<file path="src/rtl/fir_cfg_seq_pkg.sv">
// Shared types for the FIR configuration sequencer:
// state encoding, control-word and tap-load bundles.
package fir_cfg_seq_pkg;

  localparam int MAX_TAPS_DEF = 16;
  localparam int DATA_W_DEF   = 16;
  localparam int MODE_W_DEF   = 2;
  localparam int SHIFT_W_DEF  = 5;
  localparam int NUM_W_DEF    = $clog2(MAX_TAPS_DEF + 1);
  localparam int DRAIN_CYC    = 8;

  typedef enum logic [2:0] {
    IDLE,
    FLUSH,
    DRAIN,
    CONFIG,
    LOAD,
    RUN
  } state_e;

  typedef struct packed {
    logic                   flush;
    logic [MODE_W_DEF-1:0]  mode;
    logic [SHIFT_W_DEF-1:0] shift;
    logic [NUM_W_DEF-1:0]   num;
  } cont_word_t;

  typedef struct packed {
    logic                  valid;
    logic [DATA_W_DEF-1:0] data;
  } tap_load_t;

endpackage

</file>
<file path="src/rtl/fir_cfg_seq_if.sv">
// Handshake bundle between the sequencer, its
// requester, the coefficient source and the tile chain.
interface fir_cfg_seq_if #(
  parameter int MAX_TAPS = fir_cfg_seq_pkg::MAX_TAPS_DEF,
  parameter int DATA_W   = fir_cfg_seq_pkg::DATA_W_DEF,
  parameter int MODE_W   = fir_cfg_seq_pkg::MODE_W_DEF,
  parameter int SHIFT_W  = fir_cfg_seq_pkg::SHIFT_W_DEF,
  parameter int NUM_W    = $clog2(MAX_TAPS + 1)
);

  logic               cfg_valid;
  logic               cfg_ready;
  logic [MODE_W-1:0]  cfg_mode;
  logic [SHIFT_W-1:0] cfg_shift;
  logic [NUM_W-1:0]   cfg_num;
  logic               tap_valid;
  logic               tap_ready;
  logic [DATA_W-1:0]  tap_data;
  logic               cont_valid;
  logic               cont_flush;
  logic [MODE_W-1:0]  cont_mode;
  logic [SHIFT_W-1:0] cont_shift;
  logic [NUM_W-1:0]   cont_num;
  logic               tap_load_valid;
  logic [DATA_W-1:0]  tap_load_data;
  logic               chain_ready;
  logic               smp_in_valid;
  logic               smp_in_ready;
  logic [DATA_W-1:0]  smp_in_data;
  logic               smp_out_valid;
  logic [DATA_W-1:0]  smp_out_data;
  logic               busy;
  logic               cfg_err;

  modport master (
    output cfg_valid, cfg_mode, cfg_shift, cfg_num,
    output tap_valid, tap_data, chain_ready,
    output smp_in_valid, smp_in_data,
    input  cfg_ready, tap_ready, smp_in_ready,
    input  cont_valid, cont_flush, cont_mode,
    input  cont_shift, cont_num,
    input  tap_load_valid, tap_load_data,
    input  smp_out_valid, smp_out_data,
    input  busy, cfg_err
  );

  modport slave (
    input  cfg_valid, cfg_mode, cfg_shift, cfg_num,
    input  tap_valid, tap_data, chain_ready,
    input  smp_in_valid, smp_in_data,
    output cfg_ready, tap_ready, smp_in_ready,
    output cont_valid, cont_flush, cont_mode,
    output cont_shift, cont_num,
    output tap_load_valid, tap_load_data,
    output smp_out_valid, smp_out_data,
    output busy, cfg_err
  );

endinterface

</file>
<file path="src/rtl/fir_cfg_seq_cnt.sv">
// Loadable up-counter; done_o flags that the count
// has reached the limit captured at load time.
module fir_cfg_seq_cnt #(
  parameter int W = 4
) (
  input  logic         clk,
  input  logic         rst,
  input  logic         load_i,
  input  logic         inc_i,
  input  logic [W-1:0] lim_i,
  output logic         done_o
);

  logic [W-1:0] cnt_q;
  logic [W-1:0] lim_q;

  always_ff @(posedge clk or posedge rst) begin
    if (rst) begin
      cnt_q <= '0;
      lim_q <= '0;
    end else if (load_i) begin
      cnt_q <= '0;
      lim_q <= lim_i;
    end else if (inc_i) begin
      cnt_q <= cnt_q + 1'b1;
    end
  end

  assign done_o = (cnt_q == lim_q);

endmodule

</file>
<file path="src/rtl/fir_cfg_seq.sv">
// Configuration sequencer: flushes the tile chain, waits
// for it to drain, issues the control word and streams taps.
module fir_cfg_seq
  import fir_cfg_seq_pkg::*;
#(
  parameter int MAX_TAPS = MAX_TAPS_DEF,
  parameter int DATA_W   = DATA_W_DEF,
  parameter int MODE_W   = MODE_W_DEF,
  parameter int SHIFT_W  = SHIFT_W_DEF,
  parameter int NUM_W    = $clog2(MAX_TAPS + 1)
) (
  input logic          clk,
  input logic          rst,
  fir_cfg_seq_if.slave bus
);

  localparam int CNT_W = (NUM_W > 4) ? NUM_W : 4;
  localparam logic [NUM_W-1:0] MAX_N = NUM_W'(MAX_TAPS);

  state_e             state_q, state_d;
  logic [MODE_W-1:0]  mode_q, mode_d;
  logic [SHIFT_W-1:0] shift_q, shift_d;
  logic [NUM_W-1:0]   num_q, num_d;
  logic               err_q, err_d;
  logic               tl_vld_q;
  logic [DATA_W-1:0]  tl_dat_q;
  logic               so_vld_q;
  logic [DATA_W-1:0]  so_dat_q;

  logic             cfg_rdy, cfg_acc, cfg_ok;
  logic             tap_acc, smp_rdy, smp_acc;
  logic             cnt_load, cnt_inc, cnt_done;
  logic [CNT_W-1:0] cnt_lim;

  assign cfg_rdy = (state_q == IDLE) || (state_q == RUN);
  assign cfg_acc = bus.cfg_valid && cfg_rdy;
  assign cfg_ok  = (bus.cfg_num <= MAX_N);
  assign tap_acc = bus.tap_valid && (state_q == LOAD);
  assign smp_rdy = (state_q == RUN) && bus.chain_ready;
  assign smp_acc = bus.smp_in_valid && smp_rdy;

  fir_cfg_seq_cnt #(
    .W(CNT_W)
  ) u_cnt (
    .clk   (clk),
    .rst   (rst),
    .load_i(cnt_load),
    .inc_i (cnt_inc),
    .lim_i (cnt_lim),
    .done_o(cnt_done)
  );

  always_comb begin
    state_d  = state_q;
    mode_d   = mode_q;
    shift_d  = shift_q;
    num_d    = num_q;
    err_d    = 1'b0;
    cnt_load = 1'b0;
    cnt_inc  = 1'b0;
    cnt_lim  = '0;
    unique case (state_q)
      IDLE, RUN: begin
        if (cfg_acc && cfg_ok) begin
          mode_d  = bus.cfg_mode;
          shift_d = bus.cfg_shift;
          num_d   = bus.cfg_num;
          state_d = FLUSH;
        end else if (cfg_acc) begin
          err_d = 1'b1;
        end
      end
      FLUSH: begin
        cnt_load = 1'b1;
        cnt_lim  = CNT_W'(DRAIN_CYC - 1);
        state_d  = DRAIN;
      end
      DRAIN: begin
        cnt_inc = !cnt_done;
        // Tap count is armed here so LOAD starts from zero.
        if (cnt_done && bus.chain_ready) begin
          cnt_load = 1'b1;
          cnt_lim  = CNT_W'(num_q) - CNT_W'(1);
          state_d  = CONFIG;
        end
      end
      CONFIG: begin
        state_d = (num_q != '0) ? LOAD : RUN;
      end
      LOAD: begin
        if (tap_acc) begin
          cnt_inc = 1'b1;
          if (cnt_done) state_d = RUN;
        end
      end
      default: state_d = IDLE;
    endcase
  end

  always_ff @(posedge clk or posedge rst) begin
    if (rst) begin
      state_q  <= IDLE;
      mode_q   <= '0;
      shift_q  <= '0;
      num_q    <= '0;
      err_q    <= 1'b0;
      tl_vld_q <= 1'b0;
      tl_dat_q <= '0;
      so_vld_q <= 1'b0;
      so_dat_q <= '0;
    end else begin
      state_q  <= state_d;
      mode_q   <= mode_d;
      shift_q  <= shift_d;
      num_q    <= num_d;
      err_q    <= err_d;
      tl_vld_q <= tap_acc;
      tl_dat_q <= tap_acc ? bus.tap_data : '0;
      so_vld_q <= smp_acc;
      so_dat_q <= smp_acc ? bus.smp_in_data : '0;
    end
  end

  assign bus.cfg_ready      = cfg_rdy && !rst;
  assign bus.tap_ready      = (state_q == LOAD);
  assign bus.smp_in_ready   = smp_rdy;
  assign bus.cont_valid     = (state_q == FLUSH) || (state_q == CONFIG);
  assign bus.cont_flush     = (state_q == FLUSH);
  assign bus.cont_mode      = (state_q == CONFIG) ? mode_q : '0;
  assign bus.cont_shift     = (state_q == CONFIG) ? shift_q : '0;
  assign bus.cont_num       = (state_q == CONFIG) ? num_q : '0;
  assign bus.tap_load_valid = tl_vld_q;
  assign bus.tap_load_data  = tl_dat_q;
  assign bus.smp_out_valid  = so_vld_q;
  assign bus.smp_out_data   = so_dat_q;
  assign bus.busy           = !cfg_rdy;
  assign bus.cfg_err        = err_q;

endmodule

</file>
<file path="src/flat_wrapper.sv">
// flat-port wrapper written by rule: the top's interface ports become plain ports
module fir_cfg_seq_flat import fir_cfg_seq_pkg::*;
#(
  parameter int MAX_TAPS = MAX_TAPS_DEF,
  parameter int DATA_W   = DATA_W_DEF,
  parameter int MODE_W   = MODE_W_DEF,
  parameter int SHIFT_W  = SHIFT_W_DEF,
  parameter int NUM_W    = $clog2(MAX_TAPS + 1)
)
  (clk, rst, bus_cfg_valid, bus_cfg_mode, bus_cfg_shift, bus_cfg_num, bus_tap_valid, bus_tap_data, bus_chain_ready, bus_smp_in_valid, bus_smp_in_data, bus_cfg_ready, bus_tap_ready, bus_smp_in_ready, bus_cont_valid, bus_cont_flush, bus_cont_mode, bus_cont_shift, bus_cont_num, bus_tap_load_valid, bus_tap_load_data, bus_smp_out_valid, bus_smp_out_data, bus_busy, bus_cfg_err);
  fir_cfg_seq_if #(.MAX_TAPS(MAX_TAPS), .DATA_W(DATA_W), .MODE_W(MODE_W), .SHIFT_W(SHIFT_W), .NUM_W(NUM_W)) bus_i ();
  input logic clk;
  input logic rst;
  input wire logic [$bits(bus_i.cfg_valid)-1:0] bus_cfg_valid;
  input wire logic [$bits(bus_i.cfg_mode)-1:0] bus_cfg_mode;
  input wire logic [$bits(bus_i.cfg_shift)-1:0] bus_cfg_shift;
  input wire logic [$bits(bus_i.cfg_num)-1:0] bus_cfg_num;
  input wire logic [$bits(bus_i.tap_valid)-1:0] bus_tap_valid;
  input wire logic [$bits(bus_i.tap_data)-1:0] bus_tap_data;
  input wire logic [$bits(bus_i.chain_ready)-1:0] bus_chain_ready;
  input wire logic [$bits(bus_i.smp_in_valid)-1:0] bus_smp_in_valid;
  input wire logic [$bits(bus_i.smp_in_data)-1:0] bus_smp_in_data;
  output wire logic [$bits(bus_i.cfg_ready)-1:0] bus_cfg_ready;
  output wire logic [$bits(bus_i.tap_ready)-1:0] bus_tap_ready;
  output wire logic [$bits(bus_i.smp_in_ready)-1:0] bus_smp_in_ready;
  output wire logic [$bits(bus_i.cont_valid)-1:0] bus_cont_valid;
  output wire logic [$bits(bus_i.cont_flush)-1:0] bus_cont_flush;
  output wire logic [$bits(bus_i.cont_mode)-1:0] bus_cont_mode;
  output wire logic [$bits(bus_i.cont_shift)-1:0] bus_cont_shift;
  output wire logic [$bits(bus_i.cont_num)-1:0] bus_cont_num;
  output wire logic [$bits(bus_i.tap_load_valid)-1:0] bus_tap_load_valid;
  output wire logic [$bits(bus_i.tap_load_data)-1:0] bus_tap_load_data;
  output wire logic [$bits(bus_i.smp_out_valid)-1:0] bus_smp_out_valid;
  output wire logic [$bits(bus_i.smp_out_data)-1:0] bus_smp_out_data;
  output wire logic [$bits(bus_i.busy)-1:0] bus_busy;
  output wire logic [$bits(bus_i.cfg_err)-1:0] bus_cfg_err;
  assign bus_i.cfg_valid = bus_cfg_valid;
  assign bus_i.cfg_mode = bus_cfg_mode;
  assign bus_i.cfg_shift = bus_cfg_shift;
  assign bus_i.cfg_num = bus_cfg_num;
  assign bus_i.tap_valid = bus_tap_valid;
  assign bus_i.tap_data = bus_tap_data;
  assign bus_i.chain_ready = bus_chain_ready;
  assign bus_i.smp_in_valid = bus_smp_in_valid;
  assign bus_i.smp_in_data = bus_smp_in_data;
  assign bus_cfg_ready = bus_i.cfg_ready;
  assign bus_tap_ready = bus_i.tap_ready;
  assign bus_smp_in_ready = bus_i.smp_in_ready;
  assign bus_cont_valid = bus_i.cont_valid;
  assign bus_cont_flush = bus_i.cont_flush;
  assign bus_cont_mode = bus_i.cont_mode;
  assign bus_cont_shift = bus_i.cont_shift;
  assign bus_cont_num = bus_i.cont_num;
  assign bus_tap_load_valid = bus_i.tap_load_valid;
  assign bus_tap_load_data = bus_i.tap_load_data;
  assign bus_smp_out_valid = bus_i.smp_out_valid;
  assign bus_smp_out_data = bus_i.smp_out_data;
  assign bus_busy = bus_i.busy;
  assign bus_cfg_err = bus_i.cfg_err;
  fir_cfg_seq #(.MAX_TAPS(MAX_TAPS), .DATA_W(DATA_W), .MODE_W(MODE_W), .SHIFT_W(SHIFT_W), .NUM_W(NUM_W)) u_core (.clk(clk), .rst(rst), .bus(bus_i));
endmodule
</file>
<file path="config.mk">
export PLATFORM = sky130hd
export DESIGN_NAME = fir_cfg_seq_flat
export DESIGN_NICKNAME = d
export VERILOG_FILES = /design/src/rtl/fir_cfg_seq_pkg.sv /design/src/rtl/fir_cfg_seq_if.sv /design/src/rtl/fir_cfg_seq_cnt.sv /design/src/rtl/fir_cfg_seq.sv /design/src/flat_wrapper.sv
export SDC_FILE = /design/constraint.sdc
export NUM_CORES = 1
export LEC_CHECK = 0
export ABC_AREA = 0
export BUFFER_PORTS_ARGS = -buffer_cell sky130_fd_sc_hd__clkbuf_2
export CAP_MARGIN = 20
export CORE_ASPECT_RATIO = 2
export CORE_MARGIN = 2
export CORE_UTILIZATION = 43
export DETAILED_ROUTE_END_ITERATION = 8
export PLACE_DENSITY = 0.76
export SLEW_MARGIN = 20
export SYNTH_ARGS = -nofsm -noshare
export SYNTH_HDL_FRONTEND = slang
export SYNTH_SLANG_ARGS = --single-unit
export TNS_END_PERCENT = 100
</file>
<file path="constraint.sdc">
create_clock -name clk -period 1.95 [get_ports clk]
set_input_delay 0.39 -clock clk [delete_from_list [all_inputs] [get_ports clk]]
set_output_delay 0.39 -clock clk [all_outputs]
set_load 0.05 [all_outputs]
</file>
# [Yosys cells after proc, flatten, opt, wreduce, memory -nomap -nowiden]
# Index checks and enable logic that the tools add are counted.
[op_classes] muxes=22 n_eq_ne=10 div=0 n_shift=0 n_addsub=2 multipliers=0 n_bitwise=0 n_lt_le_gt_ge=1 n_reduce_logical=18
[op_table] cell="$mux 16" n=2
[op_table] cell="$mux 5" n=5
[op_table] cell="$pmux 3 s5" n=1
[op_table] cell="$mux 3" n=4
[op_table] cell="$pmux 5 s2" n=1
[op_table] cell="$ne 2x1->1 const B" n=4
[op_table] cell="$logic_and 1x1->1" n=7
[op_table] cell="$eq 3x2->1 const B" n=2
[op_table] cell="$eq 3x3->1 const B" n=2
[op_table] cell="$mux 1" n=6
[op_table] cell="$add 5x1->5 const B" n=1
[op_table] cell="$eq 5x5->1" n=1
[op_table] cell="$le 5x5->1 const B" n=1
[op_table] cell="$reduce_bool 5->1" n=1
[op_table] cell="$sub 5x1->5 const B" n=1
[op_table] cell="$pmux 1 s2" n=2
[op_table] cell="$reduce_and 4->1" n=1
[op_table] cell="$eq 3x1->1 const B" n=1
[op_table] cell="$logic_not 1->1" n=3
[op_table] cell="$logic_not 3->1" n=1
[op_table] cell="$logic_or 1x1->1" n=2
[op_table] cell="$mux 2" n=1
[op_table] cell="$reduce_and 2->1" n=1
[op_table] cell="$reduce_bool 2->1" n=1
[op_table] cell="$reduce_or 2->1" n=1
[totals] input_bits=50 n_memories=0 elab_cells=64 ram_bits=0 romBits=0 ff_bits=60 latchBits=0

# [Logic depth before layout (Yosys ltp)]
# Gate-level depths: netlist of the first run.
[logic_depth] word_depth=6 mapped_depth=7 ltp_nobuf=7

# [Cells and area by module]
# From an unflattened synthesis of the first run, not the netlist that was laid out.
[unflattened] hier_cells=205 area_unflattened_um2=2524.9
[by_module_without_submodules] module="fir_cfg_seq" seq_area_each_um2=1251.2 area_per_inst_um2=2063.2 cells_each=167 n_inst=1
[by_module_without_submodules] module="fir_cfg_seq_cnt" seq_area_each_um2=250.2 area_per_inst_um2=461.7 cells_each=38 n_inst=1

# [Worst setup path before layout of the first run]
# No wires, ideal clock.
[synth_path] path_type="register -> output" from="register u_core.state_q[0]" to="output port bus_cont_mode[0]" slack_ns=-0.301 t_required_ns=1.560 path_stages_with_launch=5 t_arrival_ns=1.861 path_buffers=2 path_cell_list="dfrtp_1 buf_6 nor2b_1 clkbuf_1 and3_1"
[synth_via] elab_chain_cells=2
[synth_lines] item="start, declared" line_no="fir_cfg_seq.sv:20" source="state_e state_q, state_d;"
[synth_lines] item="start signal, assigned" line_no="fir_cfg_seq.sv:112" source="state_q <= state_d;"
[synth_lines] item="$eq 3x2->1" line_no="fir_cfg_seq.sv:129" source="assign bus.cont_mode = (state_q == CONFIG) ? mode_q : '0;"
[synth_lines] item="$mux 2" line_no="fir_cfg_seq.sv:129"
[synth_lines] item="end, declared" line_no="flat_wrapper.sv:28" source="output wire logic [$bits(bus_i.cont_mode)-1:0] bus_cont_mode;"
# No other way between the ends.

# [Worst setup path after layout of the first run]
[layout_path] from="register u_core.state_q[0]" to="output port bus_cont_shift[2]"
[layout_via] elab_chain_cells=2
[layout_lines] item="$eq 3x2->1" line_no="fir_cfg_seq.sv:130" source="assign bus.cont_shift = (state_q == CONFIG) ? shift_q : '0;"
[layout_lines] item="$mux 5" line_no="fir_cfg_seq.sv:130"
[layout_lines] item="end, declared" line_no="flat_wrapper.sv:29" source="output wire logic [$bits(bus_i.cont_shift)-1:0] bus_cont_shift;"
# No other way between the ends.

==> metrics.md, run 1 <==
| Metric | Value |
|---|---|
| Reg power frac | 35.2% |
| Hold_buf cts | 0 |
| Total gr overflow | 0 |
| Syn_nets | 268 |
| Instance area at placement | 0.00322 mm2 |
| Most frequent cells in the layout | 89 x clkbuf_2, 57 x dfrtp_1, 20 x and3_1, 18 x buf_4, 17 x and2_1 |
| Max Transition Viols Final | 0 |
| Top Ports | 103 |
| Fin crit share | 98.3% |
| Synth Instances | approximately 220 |
| Post-layout instance area | 0.00351 mm2 |
| Top delay family on crit path | flip-flops |
| Setup crit end | bus_cont_shift[2] |
| Commonest non-fill, non-tap cell in the layout | clkbuf_2 |
| Pin count of the biggest net entering global routing | 61 |
| Critical path class | reg2out |
| Diode count | 0 |
| Die height | 113 um |
| Crit path max fanout | 10 |
| Critical path startpoint | u_core.state_q[0] |
| Non-Filler Instances | 395 |
| Placed Instances | around 380 |
| HP Class | in2async |
| Relative slew slack | between 70% and 80% |
| Power Density | around 1400 mW/mm2 |
| Worst path cell trace | nor2b_1, buf_4, and3_2, clkbuf_4 |
| CP max stage delay | approximately 460 ps |
| Switching portion of total power | a little under two fifths |
| CTS Buf Count | 9 |
| Antenna violations before repair | 0 |
| Critical path buffer and inverter count | 2 |
| Net Sw Power | 1.86 mW |
| Worst-Margin Slew | 362 ps |
| DRC viols | 0 |
| Worst vdd ir | 1160 uV |
| Netlist cell types | 35 |
| Crit path capture type | output pin |
| Fin. Hold Viols | 0 |
| Register-to-register setup slack | 150 ps |
| Placeable core area | 0.00571 mm2 |
| FF-to-FF Start | u_core.state_q[1] |
| Yosys warns | 0 |
| Antenna Nets Post-Route | 0 |
| Detailed Route WL | 6040 um |
| Worst r2r dst | u_core.u_cnt.cnt_q[0] |
| Static leakage power | 1.93 nW |
| Yosys reg bits | 60 |
| RSZ-0062 raised after global routing | no |
| Startpoint Class | flop |
| Layout cell share with drive strength beyond 1 | 45.8% |
| Setup Viol. Count Final | 0 |
| Number of DRC markers in iteration 0 | 48 |
| Top_reg_cell synth | dfrtp_1 |
| Root Driver | clkbuf_16 |
| WP data required | 1560 ps |
| Routed vias/inst | 5.13 |
| Status | complete, no violations |
| Clock Latency Late Sink | roughly 330 ps |
| Mapped Area | between 0.002 and 0.003 mm2 |
| Setup_tns | 0 ps |
| F_max | 521 MHz |
| Initial core utilization | 44.4% |
| CP max stage cell | dfrtp_2 |
| HPWL Detailed | approximately 4400 um |
| WP data arrival | around 1500 ps |
| Clock Skew | around 4.3 ps |
| H-tree levels | 3 |
| Combinational share of power | 37.8% |
| Vias in the first global route | 2144 |
| FF-to-FF path depth | 5 |
| Total Routing Usage GR | 20.7% |
| Drt first pass iters | 4 |
| Ys async rst share | 100% |
| Sink Count | 60 |
| RD Place Congestion | 0.862 |
| Synthesis-to-finish area growth | 38.5% |
| Row count | 39 |
| CTS tree | done |
| Clk pwr share | 27.0% |
| Seq/Total Area, Yosys | 59.2% |
| Max clock buf depth | 2 |
| Final hold slack | 113 ps |
| Number of flops mapped to enable cells by yosys | 0 |
| Max cap viols | 0 |
| Routed wire per std cell | 15.3 um |
| Syn Area/Cell | 11.7 um2 |
| Clock transition at path regs | ~50 ps |
| Minimum clock period | 1920 ps |
| Via count | 2028 |
| Int Pwr | 3.07 mW |
| Total die area | 0.00656 mm2 |
| Fillcell total | 460 |
| Global-route wire length before repair | 9960 um |
| Crit path depth | 4 |
| Fin nets | 384 |
| Die width | 58.3 um |
| IO Port Bufs | about 100 |
per-layer routing:
metal	part of all wire (%)	GRT usage (%)	wire length (um)
met1	35	21.6	2120
met2	57	35.8	3420
met3	4.9	5.41	296
met4	3.4	11.9	206
met5	0	0	0
state kept, by name (all words and copies together) (netlist names):
name,count
u_core.u_cnt.cnt_q,5
u_core.shift_q,5
u_core.bus.tap_load_valid,1
u_core.bus.tap_load_data,16
u_core.bus.smp_out_valid,1
u_core.bus.cfg_err,1
u_core.mode_q,2
u_core.bus.smp_out_data,16
u_core.state_q,3
u_core.u_cnt.lim_q,5
u_core.num_q,5
synth_stat cells (all sizes together) (7+ instances only):
cell,instances,area [um2]
nand2,10,37.5
mux2,11,124
xnor2,9,78.8
dfrtp,60,1500
and3,28,175
nor2,11,41.3
and2,17,106
nand3,7,35.0
inv,7,26.3
cell type report:
| type | count | area [um2] | share of cell area [%] |
|---|---|---|---|
| clock buffers | 10 | 229 | 6.52 |
| clock inverters | 3 | 17.5 | 0.499 |
| inverters | 7 | 26.3 | 0.748 |
| multi-input cells | 137 | 957 | 27.3 |
| flip-flops and latches | 60 | 1510 | 42.9 |
| well taps | 61 | 76.3 | 2.17 |
| repair buffers | 117 | 701 | 20.0 |
power groups by stage:
stage	Clock (mW)	Sequential [mW]	Combinational, mW
2_1_floorplan	0	1.77	1.24
3_3_place_gp	0	1.75	1.73
3_5_place_dp	0	1.76	1.78
4_1_cts	1.36	1.73	1.85
5_1_grt	1.40	1.77	2.03
6_report	1.33	1.73	1.87
worst min-delay path by stage:
stage	startpoint	endpoint	slack, ps	cells past startpoint
final	rst	u_core.bus.cfg_err	110	3
after global routing	rst	u_core.bus.smp_out_data[14]	180	3
after CTS	rst	u_core.bus.smp_out_data[14]	130	3
after detailed placement	u_core.shift_q[4]	u_core.shift_q[4]	470	1
after global placement	u_core.shift_q[4]	u_core.shift_q[4]	470	1
after floorplan	u_core.mode_q[1]	u_core.mode_q[1]	460	1
cells by family (layout without fill, tap and decap cells):
group / after synthesis / after routing / share of synthesized area (%)
simple gates: 91 / 91 / 20.9
flops: 60 / 60 / 59.2
compound gates: 21 / 21 / 6.17
buf+inv: 19 / 137 / 3.60
mux: 13 / 13 / 5.68
xor+xnor: 10 / 10 / 3.46
fa+ha+maj: 2 / 2 / 0.987
what timing repair did:
item / 4_1_cts / 5_1_grt
endpoints found under the hold margin: 0 / 0
resized for setup: 12 / 8
setup buffers: 1 / 2
pin swaps: 0 / 1
setup endpoints to repair: 17 / 14
through the flow:
stage	power (mW)	utilization, %	setup slack, ps
after floorplan	3.02	-	-188
after global placement	3.48	56.3	172
after detailed placement	3.54	56.3	146
after CTS	4.94	61.2	2.21
after global routing	5.20	61.5	0.536
final	4.93	61.5	32.5
worst reg2reg max path, delay by kind of cell (launching register included):
| family | cells | cell delay [ps] |
|---|---|---|
| DFF | 1 | 460 |
| and+or+nand+nor | 4 | 960 |
| buffers and inverters | 1 | 250 |
No activity file was read; power rests on OpenSTA's default activity.
==> inputs of run 2 (changes only) <==
--- a/config.mk
+++ b/config.mk
@@ -14,3 +14,3 @@
 export DETAILED_ROUTE_END_ITERATION = 8
-export PLACE_DENSITY = 0.76
+export PLACE_DENSITY = 0.77
 export SLEW_MARGIN = 20
==> constraint.sdc (replaced) <==
create_clock -name clk -period 1.95 [get_ports clk]
set_input_delay 0.195 -clock clk [delete_from_list [all_inputs] [get_ports clk]]
set_output_delay 0.195 -clock clk [all_outputs]
set_load 0.05 [all_outputs]
==> metrics.md, run 2 (synthesis results as in run 1) <==
| Metric | Value |
|---|---|
| Worst path cell trace | buf_4, nor2b_1, buf_4, and3_1, clkbuf_2 (was nor2b_1, buf_4, and3_2, clkbuf_4) |
| Status | complete, no violations (unchanged) |
| Total Routing Usage GR | 19.5% (was 20.7%) |
| Drt first pass iters | 4 (unchanged) |
| Most used cell, CP | buf_4 |
| Power Density | 1450 mW/mm2 (was 1400 mW/mm2) |
| IO Port Bufs | 102 (unchanged) |
| Total gr overflow | 0 (unchanged) |
| Static leakage power | 1.94 nW (was 1.93 nW) |
| Worst r2r dst | u_core.u_cnt.cnt_q[1] (was u_core.u_cnt.cnt_q[0]) |
| DRC viols | 0 (unchanged) |
| Critical path startpoint | u_core.state_q[2] (was u_core.state_q[0]) |
| CTS Buf Count | 9 (unchanged) |
| Commonest non-fill, non-tap cell in the layout | clkbuf_2 (unchanged) |
| Pin count of the biggest net entering global routing | 27 (was 61) |
| Row count | 39 (unchanged) |
| Detailed Route WL | 5790 um (was 6040 um) |
| Routed vias/inst | 5.02 (was 5.13) |
| Fin. Hold Viols | 0 (unchanged) |
| Die width | 58.3 um (unchanged) |
| Via count | 1989 (was 2028) |
| Placed Instances | 379 (unchanged) |
| Setup crit end | bus_cont_shift[2] (unchanged) |
| Non-Filler Instances | 396 (was 395) |
| Clock transition at path regs | 50 ps (about the same) |
| CP max stage delay | 470 ps (was 460 ps) |
| Clock Latency Late Sink | 330 ps (about the same) |
| Placeable core area | 0.00571 mm2 (unchanged) |
| H-tree levels | 3 (unchanged) |
| CP max stage cell | dfrtp_2 (unchanged) |
| WP data required | 1750 ps (was 1560 ps) |
| Setup_tns | 0 ps (unchanged) |
| Max clock buf depth | 2 (unchanged) |
| FF-to-FF Start | u_core.u_cnt.cnt_q[3] (was u_core.state_q[1]) |
| Critical path class | reg2out (unchanged) |
| Clock Skew | 8.62 ps (was 4.29 ps) |
| Fillcell total | 458 (was 460) |
| Top Ports | 103 (unchanged) |
| Layout cell share with drive strength beyond 1 | 43.3% (was 45.8%) |
| Root Driver | clkbuf_16 (unchanged) |
| Most frequent cells in the layout | 91 x clkbuf_2, 58 x dfrtp_1, 28 x and3_1, 17 x and2_1, 12 x buf_4 (was 89 x clkbuf_2, 57 x dfrtp_1, 20 x and3_1, 18 x buf_4, 17 x and2_1) |
| Vias in the first global route | 2084 (was 2144) |
| HP Class | in2reg (was in2async) |
| Minimum clock period | 1880 ps (was 1920 ps) |
| F_max | 533 MHz (was 521 MHz) |
| Fin crit share | 96.2% (was 98.3%) |
| Fin nets | 382 (was 384) |
| Antenna Nets Post-Route | 0 (unchanged) |
| Relative slew slack | 68.4% (was 75.6%) |
| WP data arrival | 1680 ps (was 1530 ps) |
| Crit path max fanout | 10 (unchanged) |
| Total die area | 0.00656 mm2 (unchanged) |
| Routed wire per std cell | 14.6 um (was 15.3 um) |
| Initial core utilization | 44.4% (unchanged) |
| Antenna violations before repair | 0 (unchanged) |
| Setup Fix Bufs, Post-CTS | 0 (was 1) |
| Diode count | 0 (unchanged) |
| RSZ-0062 raised after global routing | no (unchanged) |
| RD Place Congestion | 0.828 (was 0.862) |
| Crit path capture type | output pin (unchanged) |
| Startpoint Class | flop (unchanged) |
| Number of DRC markers in iteration 0 | 44 (was 48) |
| FF-to-FF path depth | 5 (unchanged) |
| Max cap viols | 0 (unchanged) |
| Max Transition Viols Final | 0 (unchanged) |
| CTS tree | done (unchanged) |
| Setup Viol. Count Final | 0 (unchanged) |
| Synthesis-to-finish area growth | 37.3% (was 38.5%) |
| Worst vdd ir | 1110 uV (was 1160 uV) |
| Die height | 113 um (unchanged) |
| HPWL Detailed | 4220 um (was 4390 um) |
| Register-to-register setup slack | 210 ps (was 150 ps) |
| Sink Count | 60 (unchanged) |
| Worst-Margin Slew | 473 ps (was 362 ps) |
| Global-route wire length before repair | 9430 um (was 9960 um) |
## run 2: changes by cell type in the layout (fill, tap and decap cells not counted), sizes merged
cell and delta:
buf -7, dlygate4sd3 +1, clkbuf +4, inv +1, clkinv +1, bufinv +1
## run 2: report_power, final
| part | internal, mW | total, mW | switching [mW] | leakage, nW |
|---|---|---|---|---|
| clock | 1.02 | 1.56 | 0.546 | 0.149 |
| combinational | 0.669 | 1.76 | 1.09 | 1.00 |
| sequential | 1.50 | 1.73 | 0.236 | 0.785 |
## run 2: metal layers
metal	wire length, um	share of wire, %	track usage, %
met2	3210	55	33.4
met1	2040	35	19.2
met4	246	4.2	13.8
met3	297	5.1	5.53
met5	0	0	0
## run 2: area by class of cell
cell class | instances | area [um2] | share of cell area, %
clock inverter | 6 | 61.3 | 1.76
multi-input combinational | 137 | 947 | 27.2
clock buffer | 10 | 239 | 6.87
sequential | 60 | 1500 | 43.2
timing repair buffer | 115 | 626 | 18.0
inverter | 7 | 26.3 | 0.755
tap | 61 | 76.3 | 2.19
## run 2: stage by stage
stage               power [mW]  hold WS [ps]  utilization, %  cell area, um2  setup WS (ps)
floorplan                 3.01           324               -            2540           6.70
global placement          3.43           218            55.1            3150            259
detailed placement        3.46           245            55.1            3150            226
CTS                       5.07          68.7            60.6            3460          0.851
global route              5.34          76.1            60.9            3480           2.82
finish                    5.06          77.0            60.9            3480           75.0
## run 2: worst min-delay path by stage
stage,cells past startpoint,start,slack (ps),to
final,2,bus_tap_data[4],80,u_core.bus.tap_load_data[4]
after global routing,2,bus_cfg_shift[1],80,u_core.shift_q[1]
after CTS,2,bus_tap_data[4],70,u_core.bus.tap_load_data[4]
after detailed placement,2,rst,250,u_core.bus.smp_out_data[12]
after global placement,2,rst,220,u_core.bus.smp_out_data[12]
after floorplan,1,bus_tap_data[0],320,u_core.bus.tap_load_data[0]
## run 2: repair_timing
item | 4_1_cts | 5_1_grt
hold buffers | 1 | 0
endpoints found under the hold margin | 20 | 0
gates resized for setup | 2 | 18
endpoints found under the setup margin | 2 | 12
## run 2: worst max-delay path, delay by kind of cell, from the launching register on
family,cells,cell delay (ps)
buffers and inverters,3,620
flip-flops,1,470
AND/OR/NAND/NOR,2,270
==> inputs of run 3 (changes only) <==
Settings changed: ABC_AREA 0 to 1, CORE_UTILIZATION 43 to 46, CTS_BUF_LIST set to sky130_fd_sc_hd__clkbuf_4 sky130_fd_sc_hd__clkbuf_8, PLACE_DENSITY 0.77 to 0.81.
==> metrics.md, run 3 <==
| Metric | Value |
|---|---|
| Crit path capture type | output pin (unchanged) |
| Setup Fix Bufs, Post-CTS | 0 (unchanged) |
| Post-layout instance area | 0.00371 mm2 (was 0.00348 mm2) |
| Most frequent cell after synthesis | inv_1 (was dfrtp_1) |
| Antenna Nets Post-Route | 0 (unchanged) |
| CTS tree | done (unchanged) |
| Relative slew slack | 56.8% (was 68.4%) |
| Row count | 39 (unchanged) |
| Syn_nets | 360 (was 268) |
| CTS Buf Count | 9 (unchanged) |
| Netlist cell types | 28 (was 35) |
| Total die area | 0.00659 mm2 (was 0.00656 mm2) |
| Total gr overflow | 0 (unchanged) |
| Most frequent cells in the layout | 91 x clkbuf_2, 64 x inv_1, 59 x dfrtp_1, 48 x nor2_1, 44 x nand2_1 (was 91 x clkbuf_2, 58 x dfrtp_1, 28 x and3_1, 17 x and2_1, 12 x buf_4) |
| Commonest non-fill, non-tap cell in the layout | clkbuf_2 (unchanged) |
| Post-synthesis adder-cell area fraction | 0.919% (was 0.987%) |
| Die width | 58.4 um (was 58.3 um) |
| Total Routing Usage GR | 20.9% (was 19.5%) |
| Synth Area in Compound Gates | 6.61% (was 6.17%) |
| Fin. Hold Viols | 0 (unchanged) |
| HP Class | in2reg (unchanged) |
| WP data required | 1750 ps (about the same) |
| CP max stage cell | dfrtp_2 (unchanged) |
| WP data arrival | 1690 ps (was 1680 ps) |
| Post-layout util | 64.9% (was 60.9%) |
| Power Density | 1330 mW/mm2 (was 1450 mW/mm2) |
| Placeable core area | 0.00571 mm2 (unchanged) |
| IO Port Bufs | 102 (unchanged) |
| H-tree levels | 3 (unchanged) |
| Synth Instances | 308 (was 216) |
| Static leakage power | 2.18 nW (was 1.94 nW) |
| Largest family of logic cells by synthesized area | simple AND/OR/NAND/NOR gates (unchanged) |
| Instance area at placement | 0.00345 mm2 (was 0.00315 mm2) |
| Minimum clock period | 1890 ps (was 1880 ps) |
| HPWL Detailed | 4770 um (was 4220 um) |
| Mapped Area | 0.00272 mm2 (was 0.00253 mm2) |
| F_max | 529 MHz (was 533 MHz) |
| Clock transition at path regs | 70 ps (was 50 ps) |
| Via count | 2317 (was 1989) |
| Die height | 113 um (about the same) |
| Yosys warns | 0 (unchanged) |
| Mux contribution to synthesized area | 0% (was 5.68%) |
| Synth top cells by count | 65 x inv_1, 61 x nor2_1, 60 x dfrtp_1 (was 60 x dfrtp_1, 28 x and3_1, 17 x and2_1) |
| CP max stage delay | 490 ps (was 470 ps) |
| Worst path cell trace | nor2_4, nand2_1, buf_4, nor2_4, clkbuf_2 (was buf_4, nor2b_1, buf_4, and3_1, clkbuf_2) |
| M1 wire length | 2120 um (was 2040 um) |
| Antenna violations before repair | 0 (unchanged) |
| Final hold slack | 34.5 ps (was 77.0 ps) |
| Worst-Margin Slew | 646 ps (was 473 ps) |
| Routed vias/inst | 4.80 (was 5.02) |
| Initial core utilization | 47.7% (was 44.4%) |
| Fin crit share | 96.9% (was 96.2%) |
| Synthesis-to-finish area growth | 36.1% (was 37.3%) |
| Critical path class | reg2out (unchanged) |
| RSZ-0062 raised after global routing | no (unchanged) |
| RD Place Congestion | 0.836 (was 0.828) |
| Worst vdd ir | 1460 uV (was 1110 uV) |
| Number of DRC markers in iteration 0 | 70 (was 44) |
| Metal2 WL | 3660 um (was 3210 um) |
| Number of flops mapped to enable cells by yosys | 0 (unchanged) |
| Top_reg_cell synth | dfrtp_1 (unchanged) |
| Cell taking the most area after synthesis | dfrtp_1 (unchanged) |
| Drt first pass iters | 4 (unchanged) |
| Simple-gate share of the synthesized area | 23.4% (was 20.9%) |
| Setup Viol. Count Final | 0 (unchanged) |
| Synth Area in XOR/XNOR | 1.93% (was 3.46%) |
| Yosys reg bits | 60 (unchanged) |
| Fillcell total | 467 (was 458) |
| Global-route wire length before repair | 10300 um (was 9430 um) |
| Seq/Total Area, Yosys | 55.1% (was 59.2%) |
| Layout cell share with drive strength beyond 1 | 40.5% (was 43.3%) |
| Crit path max fanout | 12 (was 10) |
| Critical path buffer and inverter count | 2 (was 3) |
| Startpoint Class | flop (unchanged) |
| Pin count of the biggest net entering global routing | 32 (was 27) |
| Max clock buf depth | 2 (unchanged) |
| Top delay family on crit path | buffers and inverters (unchanged) |
| Vias in the first global route | 2351 (was 2084) |
| Diode count | 0 (unchanged) |
| Clock Latency Late Sink | 340 ps (was 330 ps) |
| Ranking of synthesized cells by area | dfrtp_1 55%, inv_1 9.0%, nor2_1 8.4% (was dfrtp_1 59%, and3_1 6.9%, and2_1 4.2%) |
| Ys async rst share | 100% (unchanged) |
| Power, Total | 4.95 mW (was 5.06 mW) |
| Detailed Route WL | 6370 um (was 5790 um) |
| Wire length on met3 | 350 um (was 297 um) |
| Routed wire per std cell | 13.2 um (was 14.6 um) |
| Uppermost layer routed | met4 (unchanged) |
| Top-area cell type share of the netlist area | 55.1% (was 59.2%) |
| Clock Skew | 6.66 ps (was 8.62 ps) |
| Syn Area/Cell | 8.84 um2 (was 11.7 um2) |
| Sink Count | 60 (unchanged) |
| Max Transition Viols Final | 0 (unchanged) |
| Top Ports | 103 (unchanged) |
| Fin nets | 469 (was 382) |
| DRC viols | 0 (unchanged) |
| Max cap viols | 0 (unchanged) |
| Root Driver | clkbuf_8 (was clkbuf_16) |
| Status | complete, no violations (unchanged) |
| Most used cell, CP | nor2_4 (was buf_4) |
-- run 3: changes by cell type after synthesis, moves of 5 or more --
| cell | previous run | this run |
|---|---|---|
| nand4_1 | 0 | 9 |
| nand2_1 | 10 | 45 |
| and2_1 | 17 | 0 |
| xnor2_1 | 9 | 0 |
| xor2_1 | 1 | 6 |
| inv_1 | 7 | 65 |
| and3_1 | 28 | 0 |
| a21oi_2 | 0 | 9 |
| nor2_1 | 11 | 61 |
| clkbuf_1 | 6 | 1 |
| nand2_2 | 0 | 5 |
| inv_2 | 0 | 6 |
| nor3_1 | 5 | 0 |
| mux2_1 | 9 | 0 |
-- run 3: final cells by class --
cell class	count	area [um2]	share of cell area, %
Timing Repair Buffer	106	641	17.3
Clock buffer	11	151	4.08
Sequential cell	60	1500	40.5
Tap cell	61	76.3	2.06
Inverter	71	267	7.19
Clock inverter	5	83.8	2.26
Multi-Input combinational cell	169	986	26.6
-- run 3: path summary, 6_finish.rpt --
check                                 startpoint                     endpoint  slack, ps  cells past startpoint
min in group asynchronous                    rst            u_core.shift_q[1]        510                      3
min                          bus_smp_in_data[13]  u_core.bus.smp_out_data[13]         30                      3
max                            u_core.state_q[2]            bus_cont_shift[2]         60                      5
max in group asynchronous                    rst     u_core.bus.smp_out_valid        860                      4
max reg2reg                u_core.u_cnt.cnt_q[1]        u_core.u_cnt.lim_q[4]        350                      9
min reg2reg                    u_core.shift_q[4]            u_core.shift_q[4]        510                      2
-- run 3: kinds of logic (layout without fill, tap and decap cells) --
family                     after synthesis  count (layout)
AOI/OAI and AO/OA                       22              22
buffers and inverters                   79             193
DFF                                     60              60
adders and majority gates                2               2
xor gates and xnor gates                 6               6
and+or+nand+nor                        139             139
-- run 3: worst min-delay path, stage by stage --
cell and delay (ps):
clkbuf_2 80, inv_1 40, nor2_1 30
-- run 3: per-layer routing --
| metal | up-vias | track usage [%] |
|---|---|---|
| li1 | 1140 | - |
| met4 | 0 | 12.6 |
| met5 | - | 0 |
| met1 | 1092 | 21.1 |
| met3 | 18 | 5.37 |
| met2 | 67 | 36.8 |
-- run 3: what timing repair did --
action	4_1_cts	5_1_grt
pin swaps	0	0
hold buffers	1	0
gates cloned	0	0
endpoints found under the setup margin	4	10
resized for setup	3	7
hold endpoints to repair	29	0
-- run 3: metrics by stage --
| step | worst slack [ps] | TNS (ps) | cells |
|---|---|---|---|
| 3_5_place_dp | 361 | 0 | 466 |
| 3_3_place_gp | 404 | 0 | 466 |
| 5_1_grt | 1.83 | 0 | 483 |
| 6_report | 61.0 | 0 | 483 |
| 4_1_cts | -11.1 | -11.1 | 483 |
| 2_1_floorplan | 70.7 | 0 | 308 |
-- run 3: power breakdown --
part	leakage [nW]	internal, mW	switching, mW
clock network	0.112	0.791	0.505
registers	0.780	1.44	0.159
logic	1.29	0.604	1.45
total	2.18	2.84	2.11
